$ cat src/rtl/wrr_arb_pkg.sv
// Shared types, default sizes and helpers for the weighted round-robin burst arbiter.
package wrr_arb_pkg;

   localparam int N_DEF     = 4;
   localparam int WGT_W_DEF = 4;
   localparam int MAX_N     = 16;

   typedef enum logic {IDLE, GRANT} arb_state_e;

   // OR of the indices of all set bits: exact for a one-hot or all-zero input.
   function automatic logic [3:0] onehot_to_idx(input logic [MAX_N-1:0] oh);
      logic [3:0] idx;
      idx = '0;
      for (int i = 0; i < MAX_N; i++) begin
         if (oh[i]) idx = idx | 4'(i);
      end
      return idx;
   endfunction

endpackage

$ cat src/rtl/rr_prio_pick.sv
// Circular priority picker: lowest-index set bit of elig at or after ptr, wrapping to 0.
module rr_prio_pick #(
   parameter int N    = 4,
   parameter int ID_W = $clog2(N)
) (
   input  logic [N-1:0]    elig,
   input  logic [ID_W-1:0] ptr,
   output logic            any,
   output logic [ID_W-1:0] idx
);

   logic [N-1:0]   lo_mask;
   logic [2*N-1:0] dbl;
   logic [2*N-1:0] masked;

   // Lower copy keeps only bits at or above ptr; the upper copy supplies the wrap-around.
   assign lo_mask = ~((N'(1) << ptr) - N'(1));
   assign dbl     = {elig, elig};
   assign masked  = dbl & {{N{1'b1}}, lo_mask};
   assign any     = |elig;

   // NOTE: combinational outputs get a default before the loop so no latch is inferred.
   always_comb begin
      idx = '0;
      for (int i = 2*N-1; i >= 0; i--) begin
         if (masked[i]) idx = (i >= N) ? ID_W'(i - N) : ID_W'(i);
      end
   end

endmodule

$ cat src/rtl/wrr_burst_arbiter.sv
// Weighted round-robin arbiter: holds each grant for up to weight[i] accepted beats,
// then rotates priority past the served requester.
module wrr_burst_arbiter
   import wrr_arb_pkg::*;
#(
   parameter int N     = N_DEF,
   parameter int WGT_W = WGT_W_DEF,
   parameter int ID_W  = $clog2(N)
) (
   input  logic               clk,
   input  logic               reset,
   input  logic [N-1:0]       req,
   input  logic [N*WGT_W-1:0] weight,
   input  logic               res_ready,
   output logic [N-1:0]       gnt,
   output logic               gnt_valid,
   output logic [ID_W-1:0]    grant_id,
   output logic [WGT_W-1:0]   beat_cnt
);

   arb_state_e        state_q, state_d;
   logic [ID_W-1:0]   ptr_q, ptr_d;
   logic [N-1:0]      gnt_q, gnt_d;
   logic [WGT_W-1:0]  wgt_q, wgt_d;
   logic [WGT_W-1:0]  beat_q, beat_d;

   logic [N-1:0]      elig;
   logic [ID_W-1:0]   g_idx, g_next, pick_ptr, pick_idx;
   logic [WGT_W-1:0]  pick_wgt;
   logic              pick_any, beat, quota_done, withdraw, rel_burst;

   always_comb begin
      for (int i = 0; i < N; i++) begin
         elig[i] = req[i] && (weight[i*WGT_W +: WGT_W] != '0);
      end
   end

   assign g_idx  = ID_W'(onehot_to_idx(MAX_N'(gnt_q)));
   assign g_next = (g_idx == ID_W'(N-1)) ? '0 : g_idx + ID_W'(1);

   // On release the search starts just past the current grantee, so it becomes lowest priority.
   assign pick_ptr = (state_q == GRANT) ? g_next : ptr_q;

   rr_prio_pick #(.N(N), .ID_W(ID_W)) u_pick (
      .elig (elig),
      .ptr  (pick_ptr),
      .any  (pick_any),
      .idx  (pick_idx)
   );

   assign pick_wgt   = weight[int'(pick_idx)*WGT_W +: WGT_W];
   assign beat       = (state_q == GRANT) && res_ready;
   assign quota_done = beat && (beat_q == wgt_q - WGT_W'(1));
   assign withdraw   = (state_q == GRANT) && !(|(req & gnt_q));
   assign rel_burst  = quota_done || withdraw;

   always_comb begin
      state_d = state_q;
      ptr_d   = ptr_q;
      gnt_d   = gnt_q;
      wgt_d   = wgt_q;
      beat_d  = beat_q;
      case (state_q)
         IDLE: begin
            if (pick_any) begin
               state_d = GRANT;
               gnt_d   = N'(1) << pick_idx;
               wgt_d   = pick_wgt;
               beat_d  = '0;
            end
         end
         GRANT: begin
            if (rel_burst) begin
               ptr_d  = g_next;
               beat_d = '0;
               if (pick_any) begin
                  gnt_d = N'(1) << pick_idx;
                  wgt_d = pick_wgt;
               end else begin
                  state_d = IDLE;
                  gnt_d   = '0;
               end
            end else if (beat) begin
               beat_d = beat_q + WGT_W'(1);
            end
         end
         default: state_d = IDLE;
      endcase
   end

   // NOTE: state registers use non-blocking assignments; reset is asynchronous so outputs clear without a clock.
   always_ff @(posedge clk or negedge reset) begin
      if (!reset) begin
         state_q <= IDLE;
         ptr_q   <= '0;
         gnt_q   <= '0;
         wgt_q   <= '0;
         beat_q  <= '0;
      end else begin
         state_q <= state_d;
         ptr_q   <= ptr_d;
         gnt_q   <= gnt_d;
         wgt_q   <= wgt_d;
         beat_q  <= beat_d;
      end
   end

   assign gnt       = gnt_q;
   assign gnt_valid = (state_q == GRANT);
   assign grant_id  = g_idx;
   assign beat_cnt  = beat_q;

endmodule

$ cat config.mk
export PLATFORM = sky130hd
export DESIGN_NAME = wrr_burst_arbiter
export DESIGN_NICKNAME = d
export VERILOG_FILES = /design/src/rtl/wrr_arb_pkg.sv /design/src/rtl/rr_prio_pick.sv /design/src/rtl/wrr_burst_arbiter.sv
export SDC_FILE = /design/constraint.sdc
export NUM_CORES = 1
export LEC_CHECK = 0
export CORE_MARGIN = 2
export CORE_UTILIZATION = 52
export DETAILED_ROUTE_END_ITERATION = 16
export GPL_TIMING_DRIVEN = 0
export PLACE_DENSITY = 0.85
export SLEW_MARGIN = 20
export SYNTH_ARGS = -nofsm -noshare
export SYNTH_HDL_FRONTEND = slang
export SYNTH_SLANG_ARGS = --single-unit
$ cat constraint.sdc
create_clock -name clk -period 2.96 [get_ports clk]
set_input_delay 0.296 -clock clk [delete_from_list [all_inputs] [get_ports clk]]
set_output_delay 0.296 -clock clk [all_outputs]
set_load 0.05 [all_outputs]
# Yosys cells after proc, flatten, opt, wreduce, memory -nomap -nowiden
# Cells that the tools add are included.
[word_totals] output_inout_bits=11 reg_bits=15 word_cells=66
[op_classes] n_addsub=4 n_mux=27 reduce_logical=18 n_eq_ne=5 bitwise_logic=4 shifts=3
[ops] cell="4-bit 2-to-1 mux" count=8
[ops] cell="2-bit 2-to-1 mux" count=12
[ops] cell="4-bit case mux with 2 select lines" count=3
[ops] cell="4-bit nonzero test" count=4
[ops] cell="16-bit by 5-bit indexed part select with 4-bit output" count=1
[ops] cell="8-bit AND" count=1
[ops] cell="4-bit OR reduction" count=2
[ops] cell="1-bit by 2-bit left shift with 4-bit output (first input constant)" count=2
[ops] cell="1-bit logical AND" count=7
[ops] cell="2-bit AND reduction" count=3
[ops] cell="4-bit by 1-bit adder with 4-bit output (second input constant)" count=1
[ops] cell="4-bit AND" count=1
[ops] cell="4-bit equality test" count=1
[ops] cell="4-bit NOT" count=1
[ops] cell="4-bit by 1-bit subtractor with 4-bit output (second input constant)" count=1
[ops] cell="4-bit by 2-bit subtractor with 4-bit output (second input constant)" count=1
[ops] cell="1-bit 2-to-1 mux" count=3
[ops] cell="3-bit by 1-bit inequality test with 1-bit output (second input constant)" count=1
[ops] cell="2-bit by 1-bit adder with 2-bit output (second input constant)" count=1
[ops] cell="2-bit equality test (second input constant)" count=1
[ops] cell="2-bit by 1-bit inequality test with 1-bit output (second input constant)" count=1
[ops] cell="2-bit inequality test (second input constant)" count=1
[ops] cell="1-bit case mux with 2 select lines" count=1
[ops] cell="1-bit logical NOT" count=1
[ops] cell="2 further kinds" count=2

# Logic depth before layout (Yosys ltp)
# Gate-level depths: netlist (run 1).
[logic_depth] ltp_word=22 depth_mapped=9

# By module
# A second synthesis (run 1) with hierarchy kept.
[unflattened] cells_unflattened=95 hier_area_um2=1039.7
[by_module_without_submodules] module="wrr_burst_arbiter" seq_area_each_um2=375.4 area_per_inst_um2=964.7 n_inst=1 cells_per_inst=83
[by_module_without_submodules] module="rr_prio_pick" seq_area_each_um2=0.0 area_per_inst_um2=75.1 n_inst=1 cells_per_inst=12

# Worst setup path after synthesis (run 1)
# Ideal clock, no wire load.
[synth_path] kind="register -> register" startpoint="reg gnt_q[1] (netlist: gnt[1])" endpoint="reg wgt_q[0]" period_less_slack_ns=2.122 path_stages_with_launch=8 slack_ns=0.838 t_arrival_ns=1.986 t_required_ns=2.825 cell_sequence="dfrtp_1 buf_2 xnor2_2 o22ai_2 nor3b_2 nor3_4 mux2i_1 o22ai_2"
[synth_via] elab_chain_len=18
[synth_rtl] element="from (decl)" line_no="wrr_burst_arbiter.sv:23" source="logic [N-1:0] gnt_q, gnt_d;"
[synth_rtl] element="from (signal assigned)" line_no="wrr_burst_arbiter.sv:102" source="gnt_q <= gnt_d;"
[synth_rtl] element="1-bit 2-to-1 mux" line_no="wrr_arb_pkg.sv:15" source="if (oh[i]) idx = idx | 4'(i);"
[synth_rtl] element="2-bit 2-to-1 mux (2 in a row)" line_no="wrr_arb_pkg.sv:15"
[synth_rtl] element="2-bit by 1-bit adder with 2-bit output or 2-bit equality test (tied branches)" line_no="wrr_burst_arbiter.sv:39" source="assign g_next = (g_idx == ID_W'(N-1)) ? '0 : g_idx + ID_W'(1);"
[synth_rtl] element="2-bit 2-to-1 mux" line_no="wrr_burst_arbiter.sv:39"
[synth_rtl] element="2-bit 2-to-1 mux" line_no="wrr_burst_arbiter.sv:42" source="assign pick_ptr = (state_q == GRANT) ? g_next : ptr_q;"
[synth_rtl] element="1-bit by 2-bit left shift with 4-bit output" line_no="rr_prio_pick.sv:17" source="assign lo_mask = ~((N'(1) << ptr) - N'(1));"
[synth_rtl] element="4-bit by 2-bit subtractor with 4-bit output" line_no="rr_prio_pick.sv:17"
[synth_rtl] element="4-bit NOT" line_no="rr_prio_pick.sv:17"
[synth_rtl] element="8-bit AND" line_no="rr_prio_pick.sv:19" source="assign masked = dbl & {{N{1'b1}}, lo_mask};"
[synth_rtl] element="2-bit 2-to-1 mux (4 in a row)" line_no="rr_prio_pick.sv:26" source="if (masked[i]) idx = (i >= N) ? ID_W'(i - N) : ID_W'(i);"
[synth_rtl] element="16-bit by 5-bit indexed part select with 4-bit output" line_no="wrr_burst_arbiter.sv:51" source="assign pick_wgt = weight[int'(pick_idx)*WGT_W +: WGT_W];"
[synth_rtl] element="4-bit 2-to-1 mux" line_no="wrr_burst_arbiter.sv:65, wrr_burst_arbiter.sv:76"
[synth_rtl] element="4-bit 2-to-1 mux" line_no="wrr_burst_arbiter.sv:73" source="if (rel_burst) begin"
[synth_rtl] element="4-bit case mux with 2 select lines" line_no="wrr_burst_arbiter.sv:63" source="case (state_q)"
[synth_rtl] element="to (signal assigned)" line_no="wrr_burst_arbiter.sv:103" source="wgt_q <= wgt_d;"
[synth_rtl] element="to (decl)" line_no="wrr_burst_arbiter.sv:24" source="logic [WGT_W-1:0] wgt_q, wgt_d;"
# Parallel ways exist; a longest one is shown, timed or not. The select of a mux whose other input is x is not followed.
# A chain may end at the register's enable or synchronous reset.

# Worst setup path after layout (run 1)
[layout_path] startpoint="reg wgt_q[0]" endpoint="reg wgt_q[1]"
[layout_via] elab_chain_len=5
[layout_rtl] element="4-bit by 1-bit subtractor with 4-bit output" line_no="wrr_burst_arbiter.sv:53" source="assign quota_done = beat && (beat_q == wgt_q - WGT_W'(1));"
[layout_rtl] element="4-bit equality test" line_no="wrr_burst_arbiter.sv:53"
[layout_rtl] element="1-bit logical AND" line_no="wrr_burst_arbiter.sv:53"
[layout_rtl] element="1-bit logical OR" line_no="wrr_burst_arbiter.sv:55" source="assign rel_burst = quota_done || withdraw;"
[layout_rtl] element="2-bit by 1-bit inequality test with 1-bit output (no source line)"
# No other way between the ends.

==> results of run 1 <==
through the flow:
| step | std cells | power [uW] | hold WS [ps] |
|---|---|---|---|
| global placement | 198 | 1490 | 508 |
| global route | 202 | 1780 | 476 |
| finish | 202 | 1670 | 412 |
| detailed placement | 198 | 1540 | 532 |
| floorplan | 137 | 1240 | 0.409 |
| CTS | 202 | 1660 | 437 |
cell families (layout without fill, tap and decap cells):
logic type | Yosys count | after routing | share of synthesized area (%)
AOI/OAI and AO/OA | 46 | 46 | 34.7
and+or+nand+nor | 45 | 45 | 18.3
buffers and inverters | 17 | 54 | 5.75
DFF | 15 | 15 | 29.7
xor gates and xnor gates | 7 | 7 | 5.45
muxes | 5 | 5 | 4.06
adders and majority gates | 2 | 2 | 1.98
sequential cells by signal (all words and copies together), names as in the netlist:
signal,count
beat_cnt,4
gnt,4
wgt_q,4
ptr_q,2
gnt_valid,1
layer usage:
metal	track usage, %	vias up	share of wire, %
met5	0	-	0
met1	30.5	596	41
met3	4.80	6	7.5
li1	-	585	-
met2	43.0	72	50
met4	7.26	0	1.4
power by group:
part           internal, uW  total (uW)  switching (uW)
Combinational           482        1190             712
Sequential              284         355            70.7
Clock                  52.4         119            66.4
cells in the mapped netlist, drive strengths merged, types with 4 or more instances:
library cell,n
o22ai,10
xnor2,5
inv,12
mux2i,4
o41ai,4
dfrtp,15
o31ai,5
nand2,16
buf,5
o21ai,8
nor2,14
final cells by class:
type                            count  area (sq um)
Multi-Input combinational cell    105           815
Sequential cell                    15           375
Fill cell                         175           601
Tap cell                           28          35.0
Inverter                           12          45.0
Buffer                              5          27.5
Clock buffer                        4          26.3
Timing Repair Buffer               33           330
final timing paths:
| check | startpoint | endpoint | slack [ps] | cells after the start |
|---|---|---|---|---|
| hold reg to reg | wgt_q[3] | wgt_q[3] | 560 | 2 |
| min in group clk | wgt_q[3] | wgt_q[3] | 560 | 2 |
| setup / recovery | wgt_q[0] | wgt_q[1] | 760 | 9 |
| hold / removal | reset | beat_cnt[2] | 410 | 1 |
| setup reg to reg | wgt_q[0] | wgt_q[1] | 760 | 9 |
| max in group asynchronous | reset | gnt[1] | 2110 | 1 |
worst reg2reg max path, cell delays in order, from the launching register on:
cell and delay (ps):
dfrtp_1 400, inv_1 60, ha_1 200, xnor2_1 260
xnor2_1 160, o311ai_2 340, buf_4 230, nand2_1 140
nor2_1 180, o22ai_2 100
==> flow_summary.yaml, run 1 <==
outcome:
  status: "finished, final reports clean"
sta:
  tightest_slew_ps: 679
  hold_violations: 0
  finalCritPeriodShare_pct: 74.5
  timing.final.ws_setup_ps: 756
  max_clock_freq_mhz: 454
  drv_slew: 0
  rsz0062_at_grt: "no"
  fin_skew_ps: 6.72
  min_period_ps: 2200
  slew_headroom_pct: 54.6
  fin_setup_tns_ps: 0
  finalSetupViolations: 0
hold_path:
  hold_path.class: "in -> async"
synth:
  ys_types: 45
  ys_seq_area_share_pct: 29.7
  yosys_warnings: 0
  syn-cell-area_sq_um: 1260
  synth_fp_nets: 162
  synth_ff_type: "dfrtp_1"
  synth_area_leaders: "dfrtp_1 30%, o22ai_2 5.0%, nand2_1 4.5%"
  netlist.area_leader.share_pct: 29.7
  synthCells: 137
  async_flop_share_pct: 100
  synth-seq-cells: 15
  synth.largest_area_cell: "dfrtp_1"
  avgSynthCellArea_sq_um: 9.22
  synth-edff-count: 0
cells_and_area:
  finish.utilization_pct: 73.4
  drive_gt1_share_pct: 17.8
  design_area_sq_um: 1650
  layout_commonest_cell: "clkdlybuf4s50_1"
  fin_nets: 200
  final_cell_mix: "33 x clkdlybuf4s50_1, 15 x nand2_1, 15 x dfrtp_1"
  n_antenna_cell: 0
  syn_to_final_growth_pct: 31.0
placed_design:
  gp_congestion: 0.813
  portBuffers: 33
  post_dp_cell_area_sq_um: 1630
  dp_hpwl_um: 2590
  dp_slack_ps: 507
floorplan:
  start_util_pct: 56.0
  fp.coreArea_sq_um: 2250
  die_x_um: 53.3
  die_area_sq_um: 2840
  rows: 17
  design.portCount: 34
  die_height_um: 53.3
clock_tree:
  clk_latency_ps: 290
  cts.sinks: 15
  cts_resized: 0
  cts_buffers: 3
  htreeDepth: 1
  cts_max_path_buffers: 2
  ctsHoldBuffers: 0
  cts_setup_buffers: 0
  clk_pin_slew_ps: 90
  root_buffer: "clkbuf_4"
  cts_tree: "done"
critical_path:
  startpoint_type: "flop"
  worst_ep_arrival_time_ps: 2370
  crit_fanout: 10
  worstPathCellList: "inv_1 -> ha_1 -> xnor2_1 -> xnor2_1 -> o311ai_2 -> buf_4 -> nand2_1 -> nor2_1 -> o22ai_2"
  path_buf_inv: 2
  critPathCaptureType: "flop"
  path_common_cell: "xnor2_1"
  critPathTopFamily: "compound AO/OA/AOI/OAI gates"
  slowest_delay_ps: 400
  worstSetupPathType: "reg -> reg"
  crit_slowest_cell: "dfrtp_1"
  cp_data_required_time_ps: 3130
route:
  first_iter_violations: 40
  drt_wl_total_um: 3220
  vias_per_cell: 6.23
  post_drt_wl_per_cell_um: 15.9
  drt_first_pass_iters: 4
  drc: 0
  route.vias.total: 1259
  ant_nets: 0
global_route:
  grt_pass1_wl_um: 5110
  grt_pass1_vias: 1159
  overflow: 0
  grt_max_degree: 16
  antenna_found_initial: 0
  grt.total_usage_pct: 24.7
power:
  p_leak_uw: 0.000697
  irDropWorstVdd_uv: 745
  powerDensity_nw_per_um2: 1010
job:
  maxCapViolCount: 0
No activity file was read; power rests on OpenSTA's default activity.
==> run 2, diff against run 1 <==
--- a/config.mk
+++ b/config.mk
@@ -6,10 +6,10 @@
 export NUM_CORES = 1
 export LEC_CHECK = 0
 export CORE_MARGIN = 2
-export CORE_UTILIZATION = 52
+export CORE_UTILIZATION = 43
 export DETAILED_ROUTE_END_ITERATION = 16
 export GPL_TIMING_DRIVEN = 0
-export PLACE_DENSITY = 0.85
+export PLACE_DENSITY = 0.75
 export SLEW_MARGIN = 20
 export SYNTH_ARGS = -nofsm -noshare
 export SYNTH_HDL_FRONTEND = slang
==> constraint.sdc (replaced) <==
create_clock -name clk -period 1.83 [get_ports clk]
set_input_delay 0.183 -clock clk [delete_from_list [all_inputs] [get_ports clk]]
set_output_delay 0.183 -clock clk [all_outputs]
set_load 0.05 [all_outputs]
==> run 2 against run 1 <==
Setup slack got worse by 900 ps. Critical endpoint is now beat_cnt[2]. First-iteration DRC count rose by 53%. Combinational power rose by 92%. Cell count rose by 9.4%. Sequential share of layout area fell by 2.4 points. Largest power group unchanged. Critical path depth rose by 1. The flow now finishes with violations (negative setup slack). Clock power rose by 63%. Clock skew rose by 4.5 ps.
==> flow_summary.yaml, run 2 (synthesis results as in run 1) <==
power:
  powerDensity_nw_per_um2: 1630
  irDropWorstVdd_uv: 1150
  p_leak_uw: 0.000796
  p_total_uw: 3060
placed_design:
  gp_congestion: 0.818
  dp_hpwl_um: 2550
  portBuffers: 33
clock_tree:
  clk_latency_ps: 290
  htreeDepth: 1
  cts_buffers: 3
  root_buffer: "clkbuf_4"
  cts_tree: "done"
  clk_pin_slew_ps: 100
  ctsHoldBuffers: 0
  cts_max_path_buffers: 2
  cts.sinks: 15
sta:
  min_period_ps: 1980
  rsz0062_at_grt: "yes"
  timing.final.ws_setup_ps: -149
  fin_skew_ps: 11.2
  tightest_slew_ps: 662
  whs_ps: 287
  slew_headroom_pct: 55.7
  hold_violations: 0
  finalCritPeriodShare_pct: 108
  drv_slew: 0
  finalSetupViolations: 14
  max_clock_freq_mhz: 505
critical_path:
  cp_data_required_time_ps: 2010
  crit_slowest_cell: "dfrtp_1"
  startpoint: "wgt_q[1]"
  r2r.worst_path.cells: 10
  worst_ep_arrival_time_ps: 2160
  worstPathCellList: "inv_1 -> ha_1 -> xor2_1 -> nand3_1 -> o311ai_2 -> buf_4 -> buf_6 -> a21oi_2 -> o21ai_1 -> o31ai_1"
  r2r_slack_ps: -150
  reg2reg_from: "wgt_q[1]"
  slowest_delay_ps: 360
  critPathCaptureType: "flop"
  path_buf_inv: 3
  cp.depth: 10
  critPathTopFamily: "compound AO/OA/AOI/OAI gates"
  crit_end: "beat_cnt[2]"
  r2r-end: "beat_cnt[2]"
  crit_fanout: 6
  worstSetupPathType: "reg -> reg"
  startpoint_type: "flop"
route:
  route.vias.total: 1271
  drt_first_pass_iters: 4
  post_drt_wl_per_cell_um: 14.9
  ant_nets: 0
  vias_per_cell: 5.75
  drt_wl_total_um: 3300
  first_iter_violations: 61
  drc: 0
floorplan:
  rows: 19
  start_util_pct: 45.4
  design.portCount: 34
  die_x_um: 58.2
  die_height_um: 58.2
  fp.coreArea_sq_um: 2780
  die_area_sq_um: 3390
cells_and_area:
  fin_nets: 216
  syn_to_final_growth_pct: 48.9
  drive_gt1_share_pct: 32.1
  layout_commonest_cell: "clkdlybuf4s50_1"
  n_antenna_cell: 0
  fill_cells: 212
  final_cell_mix: "31 x clkdlybuf4s50_1, 16 x buf_4, 14 x nand2_1"
global_route:
  grt_max_degree: 16
  grt.total_usage_pct: 20.9
  grt_pass1_vias: 1235
  overflow: 0
  grt_pass1_wl_um: 5450
  antenna_found_initial: 0
outcome:
  status: "complete, but fails checks"
  violations: "negative setup slack"
hold_path:
  hold_path.class: "in -> async"
job:
  maxCapViolCount: 0
[run 2: cell count changes in the layout (fill, tap and decap cells not counted), moves of 4 or more]
cell	before	now
buf_4	1	16
buf_6	0	4
dfrtp_1	15	10
dfrtp_2	0	5
nor2_1	14	9
nor2_2	0	5
[run 2: worst min path at each step]
stage          slack, ps  cells past startpoint      from     endpoint
5_1_grt              340                      1     reset  beat_cnt[0]
3_5_place_dp         510                      2  ptr_q[0]     ptr_q[0]
3_3_place_gp         500                      2  ptr_q[0]     ptr_q[0]
2_1_floorplan       -110                      0     reset  beat_cnt[0]
6_report             290                      1     reset  beat_cnt[1]
4_1_cts              320                      1     reset  beat_cnt[1]
[run 2: area by class of cell]
cell class              instances  area [sq um]  share of cell area, %
flip-flops and latches         15           382                   20.3
clock buffers                   4          26.3                   1.40
inverters                      12          45.0                   2.40
repair buffers                 49           459                   24.4
well taps                      31          38.8                   2.06
plain buffers                   5          38.8                   2.06
multi-input cells             105           890                   47.3
[run 2: timing repair]
action / in CTS / in global routing
gates resized for setup: 16 / 1
endpoints found under the setup margin: 14 / 15
setup buffers: 13 / 3
pin swaps: 9 / 7
[run 2: power by group]
group	internal [uW]	leakage, uW	total [uW]	switching, uW
sequential	464	0.000180	569	105
combinational	1050	0.000600	2290	1250
clock	84.8	0.0000150	194	109
[run 2: routing by layer]
| metal | up-vias | GRT usage (%) | wire length (um) |
|---|---|---|---|
| met5 | - | 0 | 0 |
| met3 | 11 | 3.57 | 155 |
| met2 | 45 | 34.4 | 1640 |
| met1 | 598 | 27.5 | 1430 |
| li1 | 617 | - | - |
| met4 | 0 | 7.64 | 75 |
[run 2: per-stage QoR]
stage	util [%]	TNS [ps]	cell area (sq um)	cells	worst slack [ps]
global placement	59.5	-4860	1650	201	-588
detailed placement	59.5	-5330	1650	201	-667
global route	67.6	-3110	1880	221	-272
CTS	66.6	-839	1850	218	-124
finish	67.6	-1340	1880	221	-149
floorplan	-	-404	1280	137	-88.8
==> run 3, diff against run 2 <==
--- a/config.mk
+++ b/config.mk
@@ -7,6 +7,7 @@
 export LEC_CHECK = 0
 export CORE_MARGIN = 2
 export CORE_UTILIZATION = 43
+export CTS_CLUSTER_SIZE = 10
 export DETAILED_ROUTE_END_ITERATION = 16
 export GPL_TIMING_DRIVEN = 0
 export PLACE_DENSITY = 0.75
==> results of run 3 <==
The final DEF is identical to that of run 2; final timing and power are the same.
